`src/rtl/fetch_stage.sv`:
```
// RV32I instruction-fetch stage: PC register, instruction-memory address and IF/ID register.
// Also tracks a sticky redirect-misalignment flag and a count of instructions handed to decode.
module fetch_stage #(
  parameter logic [31:0] RESET_PC  = 32'h0000_0000,
  parameter logic [31:0] NOP_INSTR = 32'h0000_0013
) (
  input  logic        clk,
  input  logic        rst_n,
  input  logic        stall_f,
  input  logic        stall_d,
  input  logic        flush_d,
  input  logic        pc_src_e,
  input  logic [31:0] pc_target_e,
  output logic [31:0] imem_addr,
  input  logic [31:0] imem_instr,
  output logic [31:0] pc_f,
  output logic [31:0] instr_d,
  output logic [31:0] pc_d,
  output logic [31:0] pc_plus4_d,
  output logic        valid_d,
  output logic        fetch_misaligned,
  output logic [31:0] fetch_count
);

  logic [31:0] pc_f_q, pc_f_d;
  logic [31:0] ifid_instr_q, ifid_instr_d;
  logic [31:0] ifid_pc_q, ifid_pc_d;
  logic [31:0] ifid_pc4_q, ifid_pc4_d;
  logic        ifid_vld_q, ifid_vld_d;
  logic        misaligned_q, misaligned_d;
  logic [31:0] count_q, count_d;
  logic [31:0] pc_plus4_f;

  assign pc_plus4_f = pc_f_q + 32'd4;

  // IF: next PC; a redirect from EX wins over a fetch stall
  always_comb begin
    pc_f_d       = pc_f_q;
    misaligned_d = misaligned_q;
    if (pc_src_e) begin
      pc_f_d = {pc_target_e[31:2], 2'b00};
      if (pc_target_e[1:0] != 2'b00) misaligned_d = 1'b1;
    end else if (!stall_f) begin
      pc_f_d = pc_plus4_f;
    end
  end

  // IF/ID: flush beats stall; only a real load bumps the fetch counter
  always_comb begin
    ifid_instr_d = ifid_instr_q;
    ifid_pc_d    = ifid_pc_q;
    ifid_pc4_d   = ifid_pc4_q;
    ifid_vld_d   = ifid_vld_q;
    count_d      = count_q;
    if (flush_d) begin
      ifid_instr_d = NOP_INSTR;
      ifid_pc_d    = 32'd0;
      ifid_pc4_d   = 32'd0;
      ifid_vld_d   = 1'b0;
    end else if (!stall_d) begin
      ifid_instr_d = imem_instr;
      ifid_pc_d    = pc_f_q;
      ifid_pc4_d   = pc_plus4_f;
      ifid_vld_d   = 1'b1;
      count_d      = count_q + 32'd1;
    end
  end

  always_ff @(posedge clk or negedge rst_n) begin
    if (!rst_n) begin
      pc_f_q       <= RESET_PC;
      ifid_instr_q <= NOP_INSTR;
      ifid_pc_q    <= 32'd0;
      ifid_pc4_q   <= 32'd0;
      ifid_vld_q   <= 1'b0;
      misaligned_q <= 1'b0;
      count_q      <= 32'd0;
    end else begin
      pc_f_q       <= pc_f_d;
      ifid_instr_q <= ifid_instr_d;
      ifid_pc_q    <= ifid_pc_d;
      ifid_pc4_q   <= ifid_pc4_d;
      ifid_vld_q   <= ifid_vld_d;
      misaligned_q <= misaligned_d;
      count_q      <= count_d;
    end
  end

  assign imem_addr        = pc_f_q;
  assign pc_f             = pc_f_q;
  assign instr_d          = ifid_instr_q;
  assign pc_d             = ifid_pc_q;
  assign pc_plus4_d       = ifid_pc4_q;
  assign valid_d          = ifid_vld_q;
  assign fetch_misaligned = misaligned_q;
  assign fetch_count      = count_q;

endmodule
```
`config.mk`:
```
export PLATFORM = sky130hd
export DESIGN_NAME = fetch_stage
export DESIGN_NICKNAME = d
export VERILOG_FILES = /design/src/rtl/fetch_stage.sv
export SDC_FILE = /design/constraint.sdc
export NUM_CORES = 1
export LEC_CHECK = 0
export BUFFER_PORTS_ARGS = -buffer_cell sky130_fd_sc_hd__buf_2
export CAP_MARGIN = 20
export CORE_UTILIZATION = 45
export DETAILED_ROUTE_END_ITERATION = 12
export PLACE_DENSITY_LB_ADDON = 0.12
export SLEW_MARGIN = 20
export SYNTH_ARGS = -nofsm -noshare
export SYNTH_HDL_FRONTEND = slang
export SYNTH_SLANG_ARGS = --single-unit
```
`constraint.sdc`:
```
create_clock -name clk -period 4.95 [get_ports clk]
set_clock_uncertainty 0.05 [all_clocks]
set_input_delay 0.2475 -clock clk [delete_from_list [all_inputs] [get_ports clk]]
set_output_delay 0.2475 -clock clk [all_outputs]
set_load 0.1 [all_outputs]
```
==> results.md <==
- The post-synthesis compound-gate area fraction is 4.797%.
- In the synthesized netlist, mux cells make up 9.116% of the area.
- In this run the power spent charging and discharging nets is 1.771 mW.
- The source-to-sink clock delay at the later pin of the worst-skew pair is 0.43 ns.
- The worst path uses 49.62% of the clock period.
- Across the whole layout, storage elements account for 3933 um2.
- Global routing consumed, on the met1 layer, 30.15% of the routing resources.
- The total power per unit cell area is 449.1 nW/um2.
- Clock-pin slew was measured on the worst setup and hold paths at 0.06 ns.
- The worst setup path is launched from a flop.
- The internal power component is 2.619 mW.
- The tool flagged a number of max-cap violations equal to 0.
- Yosys mapped a number of flops with a built-in enable equal to 0.
- The worst setup path is of the reg -> reg kind.
- After floorplanning, the core was sized to cover 16520 um2.
- For met2 alone, demand over resource in global routing was 35.74%.
- The pre-CTS setup slack is 2.420 ns.
- Dividing the synthesized area by the synthesized cell count gives 10.23 um2.
- Grouping stages by cell kind, the critical path spends the most delay in simple AND/OR/NAND/NOR gates.
- The cell area reported after detailed placement is 8721 um2.
- The cell count after synthesis came out at 742.
- The slew at the pin closest to its max-slew limit is 1.090 ns.
- The net count of the finished layout is 1046.
- The critical path contains buffers and inverters numbering 0 combined.
- The last weighted congestion value of the routability-driven placer is 0.8240.
- After Yosys synthesis, XOR and XNOR cells account for 9.693% of the synthesized area.
- The power share of the clock group is 35.3%.
- The maximum operating frequency is 407.2 MHz.
- The first global-routing pass estimated 30750 um of wire.
- Compared with the post-synthesis result, the final layout area differs by 28.80%.
- The final layout contains routed wiring with a total length of 18680 um.
- The clock sink total is 157.
- After synthesis, the share of flip-flops with an asynchronous set or reset is 100.0%.
- The number of distinct library cells after synthesis is 42.
- By area, the combinational part of the netlist is dominated by simple AND/OR/NAND/NOR gates.
- The post-layout total power is 4.390 mW.
- The basic-gate share of the synthesized area counting and, or, nand and nor cells is 17.36%.
- For this design, the slowest cell found on the critical path is nor4_2.
- The longest clock path from root to sink contains 2 buffers.
- The mean routed wirelength per cell is 15.48 um.
- The filler cell count in the final layout is 1411.
- The TritonCTS buffer count is 17.
- The total routing resource utilization after global routing is 22.33%.
- Summing the sequential cell areas from Yosys gives 51.81% of the chip area.
- For this run, the slowest stage of the critical path takes 0.86 ns.
- The finished layout holds 1207 standard cells, fillers aside.
- The area of all placed cells without fillers is 9776 um2.
- Of the cells placed in the final design, the portion with a size suffix greater than 1 is 31.00%.
- After global routing, the most crowded layer is met2.
- The TritonCTS clock tree is built.
- In this run, flip-flops and latches consume 34.2% of the power.
- Setup repair after global routing left no endpoint under its margin.
- For met3 alone, demand over resource in global routing was 4.652%.
- The maximum VDD drop is 385.6 uV.
- In this run the worst path has a maximum fanout of 11.
- 264 I/O pins were placed.
- For this block, the initial DRC count from the detailed router was 291.
- The signal arrival time at the worst endpoint is 2.67 ns.
- The number of global-route vias before repair is 5719.
- The type of the most critical hold path is in -> reg.
- The number of cell rows is 47.
- The total of buffers placed on input and output ports is 259.
- The floorplan die area is 17390 um2.
- The final cell utilization of the core is 59.16%.
- The maximum level of the CTS H-tree is 4.
- The cell sitting at the root of the clock tree is a clkbuf_16.
- Across all setup checks in the final design, the least slack found is 2.494 ns.
- The number of pins exceeding their max-slew limit in the final report is 0.
- The largest net degree at the start of global routing is 98.
- The detail route stage leaves a number of antenna-violating nets equal to 0.
- Walking the worst path, the cells encountered are nand3_1, nor4_2, nand3b_1, xor2_1, o21ai_0.
- The cell area that synthesis handed to floorplanning was 7590 um2.
- The sum of net half-perimeters after detailed placement is 12470 um.
- The die width is 131.9 um.
- The required time of the critical path is 5.16 ns.
- The share of synthesized cell area in full adder, half adder and majority cells is 0.3297%.
- The worst setup path is captured at a flop.
- In this run, placement finished with an instance count of 1140.
- The detail-routed via count per cell is 5.014.
- The iteration count of the initial detailed-routing pass is 4.
- The share of power burned in combinational logic is 30.5%.
- The analysis attributes to cell leakage a power of 4.927 nW.
- From bottom edge to top edge, the die measures 131.9 um.
- The run finished with clean final reports.
- The count of inserted antenna diode cells is 0.
- The tightest hold path in the finished design has a slack of 0.01845 ns.
- Setup violations remaining at the end of the flow were counted as 0.
- The number of setup buffers added after CTS is 0.
- Among all flip-flop cells after synthesis, the most frequent one is dfrtp_1.
- The number of hold-slack violations in the final timing report is 0.
- The normalized max-slew margin is 27.31%.
- Once the floorplan was initialized, standard cells occupied 45.93% of the core.
- Net switching is 40.34% of the power.
- The area taken by multi-input logic gates is 3149 um2.
- The minimum clock period after layout is 2.456 ns.
- The initial antenna violation count is 0.
- The number of synthesized register bits is 157.
- After global routing the overflow that remains totals 0.
- For this run, design rule violations remaining after detail routing come to 0.
- The number of warnings issued by yosys is 0.
- The total negative slack for setup checks is 0 ns.
- Across all layers, the routed design uses 6052 vias.
per-layer routing:
metal	vias up	routed length, um	share of wire (%)
li1	2922	-	-
met1	2912	8544	46
met2	192	8824	47
met3	26	962	5.1
met4	0	349	1.9
met5	-	0	0
flip-flops by register name (all words and copies together) (netlist names):
name,cells
fetch_count,32
fetch_misaligned,1
valid_d,1
imem_addr,30
pc_plus4_d,30
instr_d,32
pc_d,31
final timing paths:
kind / endpoint / slack, ns / start / cells after the start
hold reg to reg: fetch_count[31] / 0.42 / fetch_count[31] / 1
min in group asynchronous: fetch_count[21] / 0.29 / rst_n / 2
setup / recovery: imem_addr[29] / 2.49 / imem_addr[4] / 5
max in group asynchronous: imem_addr[27] / 3.43 / rst_n / 3
hold / removal: instr_d[14] / 0.02 / imem_instr[14] / 3
setup reg to reg: imem_addr[29] / 2.49 / imem_addr[4] / 5
cell usage in the layout, fill, tap and decap left out, drive strengths merged, types with 5 or more instances in the layout:
master       synthesis  layout
nand2               60      60
xor2                34      34
or3                  6       6
inv                  4       5
mux2i               68      68
bufinv               0       7
nand3               27      27
buf                 55     264
dfrtp              154     154
nand4               23      23
o21ai               35      35
clkbuf              34      19
nor4                10      10
nor3                13      13
nor2               109     109
a211oi              13      13
a21oi                6       6
xnor2               50      50
dlygate4sd3          0      35
and3                 7       7
clkinv               1       5
what timing repair did:
| item | CTS | global route |
|---|---|---|
| hold buffers | 35 | 0 |
| hold endpoints to repair | 86 | 0 |
| gates resized for setup | 0 | 0 |
final cells by class:
class	instances	area share (%)
Sequential cell	157	40.23
Multi-Input combinational cell	494	32.22
Timing Repair Buffer	299	17.34
Clock buffer	19	4.531
Tap cell	220	2.816
Clock inverter	13	2.675
Inverter	5	0.1920
cells by family (layout without fill, tap and decap cells):
group | Yosys count | count (layout)
compound gates | 61 | 61
xor+xnor | 84 | 84
fa+ha+maj | 2 | 2
buf+inv | 94 | 336
flops | 157 | 157
mux | 69 | 69
other cells | 1 | 4
simple gates | 274 | 274
cells in the mapped netlist (7+ instances only):
master | count | area (um2)
dfrtp_1 | 154 | 3854
nand4_1 | 21 | 131.4
nor4_1 | 8 | 50.05
buf_4 | 40 | 300.3
xnor2_1 | 50 | 437.9
mux2i_1 | 68 | 680.7
a211oi_1 | 13 | 97.59
nand3_1 | 27 | 135.1
xor2_1 | 34 | 297.8
o21ai_0 | 35 | 175.2
nor3_1 | 11 | 55.05
buf_2 | 12 | 60.06
and3_1 | 7 | 43.79
clkbuf_1 | 33 | 123.9
nor2_1 | 109 | 409.1
nand2_1 | 60 | 225.2
power groups by stage:
stage | Sequential [mW] | Combinational, mW | Clock (mW)
floorplan | 2.18 | 0.459 | 0
global placement | 1.52 | 1.32 | 0
detailed placement | 1.52 | 1.32 | 0
CTS | 1.50 | 1.34 | 1.58
global route | 1.52 | 1.39 | 1.63
finish | 1.50 | 1.34 | 1.55
worst reg2reg max path, cell delays in order (launching register included):
cell and delay (ns):
dfrtp_1 0.53, nand3_1 0.42, nor4_2 0.86, nand3b_1 0.18
xor2_1 0.18, o21ai_0 0.09
No activity file was read; power rests on OpenSTA's default activity.
